--- src/rtl/memory_controller_pkg.sv ---
// Shared definitions for the memory controller: access sizes, FSM encoding,
// the LSB request record and small address/size helpers.
package memory_controller_pkg;

    localparam logic [1:0] SIZE_B = 2'd0;
    localparam logic [1:0] SIZE_H = 2'd1;
    localparam logic [1:0] SIZE_W = 2'd3;

    // Address bits [17:16] equal to this select the IO window.
    localparam logic [1:0] IO_SEL = 2'b11;

    typedef enum logic [1:0] {
        IDLE     = 2'd0,
        IF_READ  = 2'd1,
        LS_READ  = 2'd2,
        LS_WRITE = 2'd3
    } mc_state_e;

    typedef struct packed {
        logic [31:0] addr;
        logic [1:0]  size;
        logic        sign;
        logic        r_nw;
        logic [31:0] wdata;
    } lsb_req_t;

    // Size code 2 is undefined and behaves as a word.
    function automatic logic [2:0] byte_count(input logic [1:0] size);
        case (size)
            SIZE_B:  return 3'd1;
            SIZE_H:  return 3'd2;
            default: return 3'd4;
        endcase
    endfunction

    function automatic logic is_io(input logic [31:0] addr);
        return addr[17:16] == IO_SEL;
    endfunction

endpackage

--- src/rtl/memory_controller_load_extend.sv ---
// Combinational sign/zero extension of a byte or halfword load to 32 bits.
module load_extend
    import memory_controller_pkg::*;
(
    input  logic [31:0] word,
    input  logic [1:0]  size,
    input  logic        sign,
    output logic [31:0] result
);

    always_comb begin
        case (size)
            SIZE_B:  result = {{24{sign & word[7]}}, word[7:0]};
            SIZE_H:  result = {{16{sign & word[15]}}, word[15:0]};
            default: result = word;
        endcase
    end

endmodule

--- src/rtl/memory_controller.sv ---
// Byte-serial memory controller arbitrating between instruction fetch and
// load/store traffic onto an 8-bit RAM with one cycle of read latency.
module memory_controller
    import memory_controller_pkg::*;
(
    input  logic        clk,
    input  logic        rst,
    input  logic        rdy,
    input  logic        lsb_flag,
    input  logic        lsb_r_nw,
    input  logic        load_sign,
    input  logic [1:0]  data_size_to_mc,
    input  logic [31:0] data_addr,
    input  logic [31:0] data_write,
    output logic [31:0] data_read,
    output logic        data_rdy,
    output logic        lsb_enable,
    input  logic        if_flag,
    input  logic [31:0] if_addr,
    output logic [31:0] if_data,
    output logic        if_rdy,
    input  logic        mc_flush,
    input  logic [7:0]  mem_din,
    output logic [7:0]  mem_dout,
    output logic [31:0] mem_a,
    output logic        mem_wr,
    input  logic        io_buffer_full
);

    mc_state_e   state_q, state_d;
    lsb_req_t    req_q, eff_req;
    logic        req_valid_q, eff_valid;
    logic        start_lsb, start_if;
    logic [31:0] addr_q, wdata_q, rbuf_q, assembled, ext_word;
    logic [1:0]  size_q;
    logic        sign_q, wr_q;
    logic [2:0]  cyc_q, next_idx, n_cur;
    logic [1:0]  cap_idx;
    logic        read_done, write_done;
    logic        frz_q;
    logic [7:0]  din_q, din_eff;

    assign n_cur      = byte_count(size_q);
    assign next_idx   = cyc_q + 3'd1;
    assign cap_idx    = cyc_q[1:0] - 2'd1;
    assign mem_wr     = wr_q && rdy && !(is_io(addr_q) && io_buffer_full);
    assign read_done  = (state_q == IF_READ || state_q == LS_READ) && cyc_q == n_cur;
    assign write_done = state_q == LS_WRITE && mem_wr && cyc_q == n_cur - 3'd1;
    assign lsb_enable = rst && !req_valid_q && state_q != LS_READ && state_q != LS_WRITE;

    // After a freeze the RAM already reflects the held address, so the byte
    // that belonged to the pre-freeze address is replayed from din_q.
    assign din_eff = frz_q ? din_q : mem_din;

    // NOTE: every variable assigned here gets a default first so no latch is inferred.
    always_comb begin
        eff_req   = req_q;
        eff_valid = req_valid_q;
        if (lsb_flag) begin
            eff_req.addr  = data_addr;
            eff_req.size  = data_size_to_mc;
            eff_req.sign  = load_sign;
            eff_req.r_nw  = lsb_r_nw;
            eff_req.wdata = data_write;
            eff_valid     = 1'b1;
        end
        start_lsb = 1'b0;
        start_if  = 1'b0;
        state_d   = state_q;
        case (state_q)
            IDLE: begin
                if (eff_valid && !(mc_flush && eff_req.r_nw)) begin
                    start_lsb = 1'b1;
                    state_d   = eff_req.r_nw ? LS_READ : LS_WRITE;
                end else if (!eff_valid && if_flag && !mc_flush) begin
                    start_if = 1'b1;
                    state_d  = IF_READ;
                end
            end
            IF_READ, LS_READ: if (mc_flush || read_done) state_d = IDLE;
            LS_WRITE:         if (write_done) state_d = IDLE;
            default:          state_d = IDLE;
        endcase
    end

    always_comb begin
        assembled = rbuf_q;
        if (cyc_q != 3'd0) assembled[{cap_idx, 3'b000} +: 8] = din_eff;
    end

    load_extend u_load_extend (
        .word   (assembled),
        .size   (size_q),
        .sign   (sign_q),
        .result (ext_word)
    );

    // NOTE: sequential state uses non-blocking assignments so all registers update together.
    always_ff @(posedge clk) begin
        if (!rst)     state_q <= IDLE;
        else if (rdy) state_q <= state_d;
    end

    // Pending loads die on a flush; pending stores survive it.
    always_ff @(posedge clk) begin
        if (!rst) begin
            req_valid_q <= 1'b0;
            req_q       <= '0;
        end else if (rdy) begin
            if (start_lsb) begin
                req_valid_q <= 1'b0;
            end else if (lsb_flag && !(mc_flush && lsb_r_nw)) begin
                req_valid_q <= 1'b1;
                req_q       <= eff_req;
            end else if (mc_flush && req_q.r_nw) begin
                req_valid_q <= 1'b0;
            end
        end
    end

    always_ff @(posedge clk) begin
        if (!rst) begin
            frz_q <= 1'b0;
            din_q <= '0;
        end else begin
            frz_q <= !rdy;
            if (!rdy && !frz_q) din_q <= mem_din;
        end
    end

    always_ff @(posedge clk) begin
        if (!rst) begin
            addr_q    <= '0;
            wdata_q   <= '0;
            rbuf_q    <= '0;
            size_q    <= SIZE_B;
            sign_q    <= 1'b0;
            cyc_q     <= '0;
            wr_q      <= 1'b0;
            mem_a     <= '0;
            mem_dout  <= '0;
            data_rdy  <= 1'b0;
            if_rdy    <= 1'b0;
            data_read <= '0;
            if_data   <= '0;
        end else if (rdy) begin
            data_rdy <= 1'b0;
            if_rdy   <= 1'b0;
            case (state_q)
                IDLE: begin
                    cyc_q <= '0;
                    if (start_lsb) begin
                        addr_q  <= eff_req.addr;
                        size_q  <= eff_req.size;
                        sign_q  <= eff_req.sign;
                        wdata_q <= eff_req.wdata;
                        mem_a   <= eff_req.addr;
                        if (!eff_req.r_nw) begin
                            mem_dout <= eff_req.wdata[7:0];
                            wr_q     <= 1'b1;
                        end
                    end else if (start_if) begin
                        addr_q <= if_addr;
                        size_q <= SIZE_W;
                        sign_q <= 1'b0;
                        mem_a  <= if_addr;
                    end
                end
                IF_READ, LS_READ: begin
                    if (!mc_flush) begin
                        rbuf_q <= assembled;
                        if (read_done) begin
                            if (state_q == IF_READ) begin
                                if_data <= assembled;
                                if_rdy  <= 1'b1;
                            end else begin
                                data_read <= ext_word;
                                data_rdy  <= 1'b1;
                            end
                        end else begin
                            cyc_q <= next_idx;
                            if (next_idx < n_cur) mem_a <= addr_q + 32'(next_idx);
                        end
                    end
                end
                LS_WRITE: begin
                    if (write_done) begin
                        wr_q     <= 1'b0;
                        data_rdy <= 1'b1;
                    end else if (mem_wr) begin
                        cyc_q    <= next_idx;
                        mem_a    <= addr_q + 32'(next_idx);
                        mem_dout <= wdata_q[{next_idx[1:0], 3'b000} +: 8];
                    end
                end
                default: ;
            endcase
        end
    end

endmodule

--- config.mk ---
export PLATFORM = sky130hd
export DESIGN_NAME = memory_controller
export DESIGN_NICKNAME = d
export VERILOG_FILES = /design/src/rtl/memory_controller_pkg.sv /design/src/rtl/memory_controller_load_extend.sv /design/src/rtl/memory_controller.sv
export SDC_FILE = /design/constraint.sdc
export NUM_CORES = 1
export LEC_CHECK = 0
export CAP_MARGIN = 20
export CORE_MARGIN = 3
export CORE_UTILIZATION = 40
export DETAILED_ROUTE_END_ITERATION = 10
export GPL_TIMING_DRIVEN = 0
export SYNTH_ARGS = -nofsm -noshare
export SYNTH_HDL_FRONTEND = slang
export SYNTH_SLANG_ARGS = --single-unit
--- constraint.sdc ---
create_clock -name clk -period 4.6 [get_ports clk]
set_input_delay 0.92 -clock clk [delete_from_list [all_inputs] [get_ports clk]]
set_output_delay 0.92 -clock clk [all_outputs]
set_load 0.1 [all_outputs]
==> impl_metrics.tcl, run 1 <==
set metrics [dict create \
    setup_violations 0 \
    maxCapViolCount 0 \
    startpoint_type "flop" \
    place_hpwl_mm 35.4 \
    dr.pass1.iters 6 \
    start_util 0.410 \
    mostFrequentLayoutCells "289 x dfxtp_1, 233 x nand2_1, 225 x nor2_1, 219 x clkdlybuf4s50_1, 183 x a21oi_1" \
    rsz0062_at_grt "false" \
    r2r_cells 12 \
    worst-path-stages 12 \
    dr.first_iter.drc_count 831 \
    dp_slack_ps 73.4 \
    hold_class "reg -> reg" \
    cp_common_cell "inv_1" \
    cts_buffers 34 \
    clock-sinks 289 \
    place.port_buffers 220 \
    netlist_area_mm2 0.0134 \
    wire_per_inst_um 20.0 \
    max_stage_delay_ps 500 \
    cp_num_buf_inv 4 \
    ys_types 68 \
    wl_met1_mm 20.1 \
    period_needed_ps 4150 \
    p_per_area_mw_per_mm2 445 \
    whs_path_depth 2 \
    cts.htree.levels 2 \
    cp-end-kind "flop" \
    grt_pass1_wl_mm 70.9 \
    grt_usage 0.251 \
    wl_met2_mm 21.5 \
    top_layer "met5" \
    syn_to_final_growth_pct 29.1 \
    insertion_delay_ps 510 \
    drc 0 \
    power_mw 7.71 \
    arrival_ps 4570 \
    peakVddDrop_mv 0.291 \
    fin_nets 1979 \
    overflow 0 \
    syn_area_per_cell_um2 8.43 \
    syn_nets 1723 \
    synth.area.top_cells "dfxtp_1 43%, a21oi_1 6.8%, nand2_1 6.5%" \
    fp.dieH_um 189 \
    dieWidth_um 189 \
    synth_seq_cells 289 \
    grt_max_degree 14 \
    layout-drive-gt1-share 0.0850 \
    layout_commonest_cell "dfxtp_1" \
    via_per_inst 5.46 \
    finalHoldViolCount 0 \
    place_area_mm2 0.0162 \
    clock_path_buffers 3 \
    final_area_mm2 0.0173 \
    max-slew-margin-rel 0.276 \
    vias 12625 \
    critPathSlowestCell "nor4_1" \
    synthArstFlopShare 0 \
    tightest_slew_ps 1080 \
    place.gp.congestion 0.944 \
    ys_seq_area_frac 0.431 \
    n_fill_cell 3188 \
    antenna_left 0 \
    crit_fanout 10 \
    yosys_warnings 0 \
    synth_ff_type "dfxtp_1" \
    path_clk_slew_ps 60 \
    layout_worst_path_cycle_share 0.902 \
    setup_ws_ps 449 \
    synth_cells 1592 \
    path_cells "buf_4, inv_1, ha_1, clkbuf_2, inv_1, fa_1, nor2b_1, o2111ai_1, nor4_1, xor2_1, nor2_1, o32ai_1" \
    finClkSkew_ps 19.6 \
    yosys.area.top_type "dfxtp_1" \
    core_area_mm2 0.0328 \
    io-pin-count 223 \
    die_area_mm2 0.0358 \
    cts_tree "done" \
    status "completed" \
    finalSetupTns_ps 0 \
    synth.top_cell.area_share 0.431 \
    utilization 0.529 \
    path_delay_family "simple AND/OR/NAND/NOR gates" \
    placementRows 66 \
    drt-total-wl_mm 46.3 \
    p_leak_nw 6.17 \
    drv_slew 0 \
    synth_edf_count 0 \
    grt_pass1_vias 12344 \
    root_buffer "clkbuf_16" \
    crit_type "reg -> reg" \
    required_ps 5020 \
    clock.fmax_ghz 0.241 \
    wl_met3_mm 3.17 \
    antenna_found_initial 4 \
]
[final timing paths]
check	start	endpoint	slack, ps
setup / recovery	cyc_q[0]$_SDFFE_PN0P_	mem_a[26]$_SDFFE_PN0P_	450
hold reg to reg	req_q[24]$_SDFFE_PN0P_	req_q[24]$_SDFFE_PN0P_	450
hold / removal	req_q[24]$_SDFFE_PN0P_	req_q[24]$_SDFFE_PN0P_	450
setup reg to reg	cyc_q[0]$_SDFFE_PN0P_	mem_a[26]$_SDFFE_PN0P_	450
[power by group]
| group | switching (mW) | total [mW] | internal [mW] |
|---|---|---|---|
| combinational | 1.45 | 2.07 | 0.617 |
| sequential | 0.147 | 2.86 | 2.71 |
| clock | 1.08 | 2.78 | 1.71 |
[metrics by stage]
step           hold WS (ps)  std cells
2_1_floorplan           434       1592
3_3_place_gp            440       2254
3_5_place_dp            446       2254
4_1_cts                 453       2313
5_1_grt                 468       2313
6_report                452       2314
[per-layer routing]
metal  up-vias  global-route usage
met1      5949               0.333
met4         6              0.0799
met3        91              0.0441
met5         -                   0
li1       6158                   -
met2       421               0.417
[final cells by class]
class                   count  area (µm²)  share of cell area
clock buffers              49         978              0.0565
diodes                      1        2.50            0.000144
repair buffers            220        2200               0.127
multi-input cells        1154        6980               0.403
inverters                  17        63.8             0.00368
well taps                 442         553              0.0319
plain buffers             132         603              0.0348
flip-flops and latches    289        5790               0.334
clock inverters            10         160             0.00924
[worst min-delay path, cell delays in order (launching register included)]
cell and delay [ps]:
dfxtp_1 300, nand2_1 50, a21oi_1 50
[flip-flops by register name (all words and copies together) (netlist names), 8 cells and up]
| name | count |
|---|---|
| data_read | 32 |
| addr_q | 32 |
| req_q | 68 |
| rbuf_q | 32 |
| mem_a | 32 |
| wdata_q | 32 |
| din_q | 8 |
| mem_dout | 8 |
| if_data | 32 |
[logic make-up (layout without fill, tap and decap cells)]
family / after synthesis / in the layout / synth area share
flip-flops: 289 / 289 / 0.431
XOR/XNOR: 31 / 31 / 0.0202
AND/OR/NAND/NOR: 569 / 569 / 0.181
AO/OA/AOI/OAI: 444 / 444 / 0.225
multiplexers: 94 / 94 / 0.0780
other: 0 / 1 / 0
buffers and inverters: 149 / 428 / 0.0496
adder cells (fa/ha/maj): 16 / 16 / 0.0155
[repair_timing]
item / CTS / global route
setup endpoints to repair: 0 / 10
hold buffers: 0 / 0
endpoints found under the hold margin: 0 / 0
buffers inserted: 0 / 0
gates resized for setup: 0 / 3
[synth_stat cells (all sizes together) (2+ instances only)]
| cell type | instances |
|---|---|
| o22ai | 6 |
| mux2 | 2 |
| buf | 56 |
| o221ai | 3 |
| mux4 | 8 |
| ha | 15 |
| o21ai | 40 |
| nor2 | 227 |
| a31oi | 2 |
| a22oi | 27 |
| a21o | 5 |
| nand4 | 14 |
| dfxtp | 289 |
| nand2b | 20 |
| o32ai | 11 |
| a311oi | 4 |
| o2111ai | 2 |
| o21a | 3 |
| and4 | 4 |
| and2 | 2 |
| or3b | 2 |
| nand3 | 17 |
| inv | 17 |
| nand2 | 234 |
| xor2 | 19 |
| a21oi | 184 |
| nor3 | 21 |
| nor4b | 2 |
| nor2b | 3 |
| xnor2 | 12 |
| o211ai | 16 |
| o221a | 8 |
| and3 | 9 |
| mux2i | 84 |
| nor4 | 8 |
| a211oi | 127 |
| clkbuf | 76 |
No activity file was read; power rests on OpenSTA's default activity.
==> run 2, diff against run 1 <==
--- a/config.mk
+++ b/config.mk
@@ -5,11 +5,11 @@
 export SDC_FILE = /design/constraint.sdc
 export NUM_CORES = 1
 export LEC_CHECK = 0
-export CAP_MARGIN = 20
 export CORE_MARGIN = 3
 export CORE_UTILIZATION = 40
 export DETAILED_ROUTE_END_ITERATION = 10
 export GPL_TIMING_DRIVEN = 0
+export PLACE_DENSITY_LB_ADDON = 0.12
 export SYNTH_ARGS = -nofsm -noshare
 export SYNTH_HDL_FRONTEND = slang
 export SYNTH_SLANG_ARGS = --single-unit
==> constraint.sdc (replaced) <==
create_clock -name clk -period 3.9 [get_ports clk]
set_input_delay 0.78 -clock clk [delete_from_list [all_inputs] [get_ports clk]]
set_output_delay 0.78 -clock clk [all_outputs]
set_load 0.1 [all_outputs]
==> impl_metrics.tcl, run 2 (synthesis results as in run 1) <==
set metrics [dict create \
    layout-drive-gt1-share 0.0846 \
    antenna_left 0 \
    insertion_delay_ps 570 \
    reg2reg_slack_ps 310 \
    path_cells "clkdlybuf4s50_1, buf_2, nand2_1, nor2b_1, clkdlybuf4s50_1" \
    crit_type "in -> out" \
    cts_buffers 31 \
    fp.dieH_um 189 \
    finalHoldViolCount 0 \
    max-slew-margin-rel 0.286 \
    required_ps 3120 \
    maxCapViolCount 0 \
    cp-end-kind "output port" \
    arrival_ps 3090 \
    hold_class "reg -> reg" \
    mostFrequentLayoutCells "289 x dfxtp_1, 233 x nand2_1, 225 x nor2_1, 219 x clkdlybuf4s50_1, 183 x a21oi_1" \
    reg2reg_to "mem_a[26]$_SDFFE_PN0P_" \
    vias 12639 \
    worst-path-stages 5 \
    setup_ws_ps 26.7 \
    tightest_slew_ps 1070 \
    top_register "req_q" \
    drt-total-wl_mm 45.8 \
    cts_tree "done" \
    via_per_inst 5.47 \
    layout_worst_path_cycle_share 0.993 \
    max_stage_delay_ps 1260 \
    place_hpwl_mm 34.9 \
    path_clk_slew_ps 60 \
    cp_num_buf_inv 3 \
    place.gp.congestion 0.898 \
    clock_path_buffers 3 \
    grt_pass1_wl_mm 70.3 \
    finClkSkew_ps 26.0 \
    crit_start "rdy" \
    critPathSlowestCell "clkdlybuf4s50_1" \
    peakVddDrop_mv 0.339 \
    r2r_cells 12 \
    drc 0 \
    grt_usage 0.248 \
    dp_slack_ps -608 \
    overflow 0 \
    dieWidth_um 189 \
    path_delay_family "buffers and inverters" \
    dr.first_iter.drc_count 1060 \
    antenna_found_initial 1 \
    root_buffer "clkbuf_16" \
    dr.pass1.iters 5 \
    clock-sinks 289 \
    die_area_mm2 0.0358 \
    utilization 0.526 \
    rsz0062_at_grt "false" \
    endpoint "mem_wr" \
    cts_setup_buffers 0 \
    p_leak_nw 6.10 \
    p_per_area_mw_per_mm2 511 \
    period_needed_ps 3870 \
    antenna_cells 0 \
    layout_commonest_cell "dfxtp_1" \
    clock.fmax_ghz 0.258 \
    wire_per_inst_um 19.8 \
    placementRows 66 \
    startpoint_type "input pin" \
    drv_slew 0 \
    cts.htree.levels 1 \
    whs_path_depth 2 \
    cp_common_cell "clkdlybuf4s50_1" \
    place.port_buffers 220 \
    setup_violations 0 \
    start_util 0.410 \
    fin_nets 1976 \
    grt_max_degree 16 \
    io-pin-count 223 \
    crit_fanout 10 \
    largest_reg_flops 68 \
    core_area_mm2 0.0328 \
    reg2reg_from "cyc_q[0]$_SDFFE_PN0P_" \
    grt_pass1_vias 12173 \
    syn_to_final_growth_pct 28.4 \
    status "completed" \
]
==> run 2: metal layers <==
metal  part of all wire  global-route usage
met2               0.45               0.401
met5            0.00020                   0
met3              0.071              0.0417
met1               0.44               0.337
met4              0.033              0.0851
==> run 2: metrics by stage <==
stage	hold WS, ps	TNS, ps	cells	total power, mW	cell area (µm²)
3_3_place_gp	439	-5020	2254	5.84	16200
3_5_place_dp	446	-5070	2254	5.86	16200
5_1_grt	467	0	2309	9.17	17200
4_1_cts	454	0	2309	8.84	17200
6_report	453	0	2309	8.82	17200
2_1_floorplan	434	0	1592	5.07	13400
==> run 2: layout make-up <==
class	instances	area (µm²)
Clock inverter	8	121
Tap cell	442	553
Buffer	132	606
Multi-Input combinational cell	1154	7010
Sequential cell	289	5790
Fill cell	3136	15500
Inverter	17	63.8
Clock buffer	47	906
Timing Repair Buffer	220	2200
==> run 2: what timing repair did <==
action | 4_1_cts | 5_1_grt
gates resized for setup | 10 | 3
hold buffers | 0 | 0
gates cloned | 0 | 0
setup endpoints to repair | 11 | 9
==> run 2: worst min-delay path by stage <==
stage	startpoint	endpoint	slack, ps
after floorplan	req_q[43]$_SDFFE_PN0P_	req_q[43]$_SDFFE_PN0P_	430
after global placement	req_q[43]$_SDFFE_PN0P_	req_q[43]$_SDFFE_PN0P_	440
after detailed placement	req_q[41]$_SDFFE_PN0P_	req_q[41]$_SDFFE_PN0P_	450
after CTS	req_q[64]$_SDFFE_PN0P_	req_q[64]$_SDFFE_PN0P_	450
after global routing	req_q[41]$_SDFFE_PN0P_	req_q[41]$_SDFFE_PN0P_	470
final	req_q[11]$_SDFFE_PN0P_	req_q[11]$_SDFFE_PN0P_	450
==> run 2: tightest hold or removal path, cell delays in order, from the launching register on <==
cell	delay (ps)
dfxtp_1	310
nand2_1	50
a21oi_1	50
==> run 2: where the power goes <==
part,switching (mW),internal [mW]
logic,1.73,0.729
clock network,1.21,1.79
registers,0.167,3.20
total,3.10,5.71
==> run 3, diff against run 2 <==
--- a/config.mk
+++ b/config.mk
@@ -5,6 +5,7 @@
 export SDC_FILE = /design/constraint.sdc
 export NUM_CORES = 1
 export LEC_CHECK = 0
+export ABC_CLOCK_PERIOD_IN_PS = 3900
 export CORE_MARGIN = 3
 export CORE_UTILIZATION = 40
 export DETAILED_ROUTE_END_ITERATION = 10
==> results of run 3 <==
Final layout, timing and power as in run 2 (identical DEF).
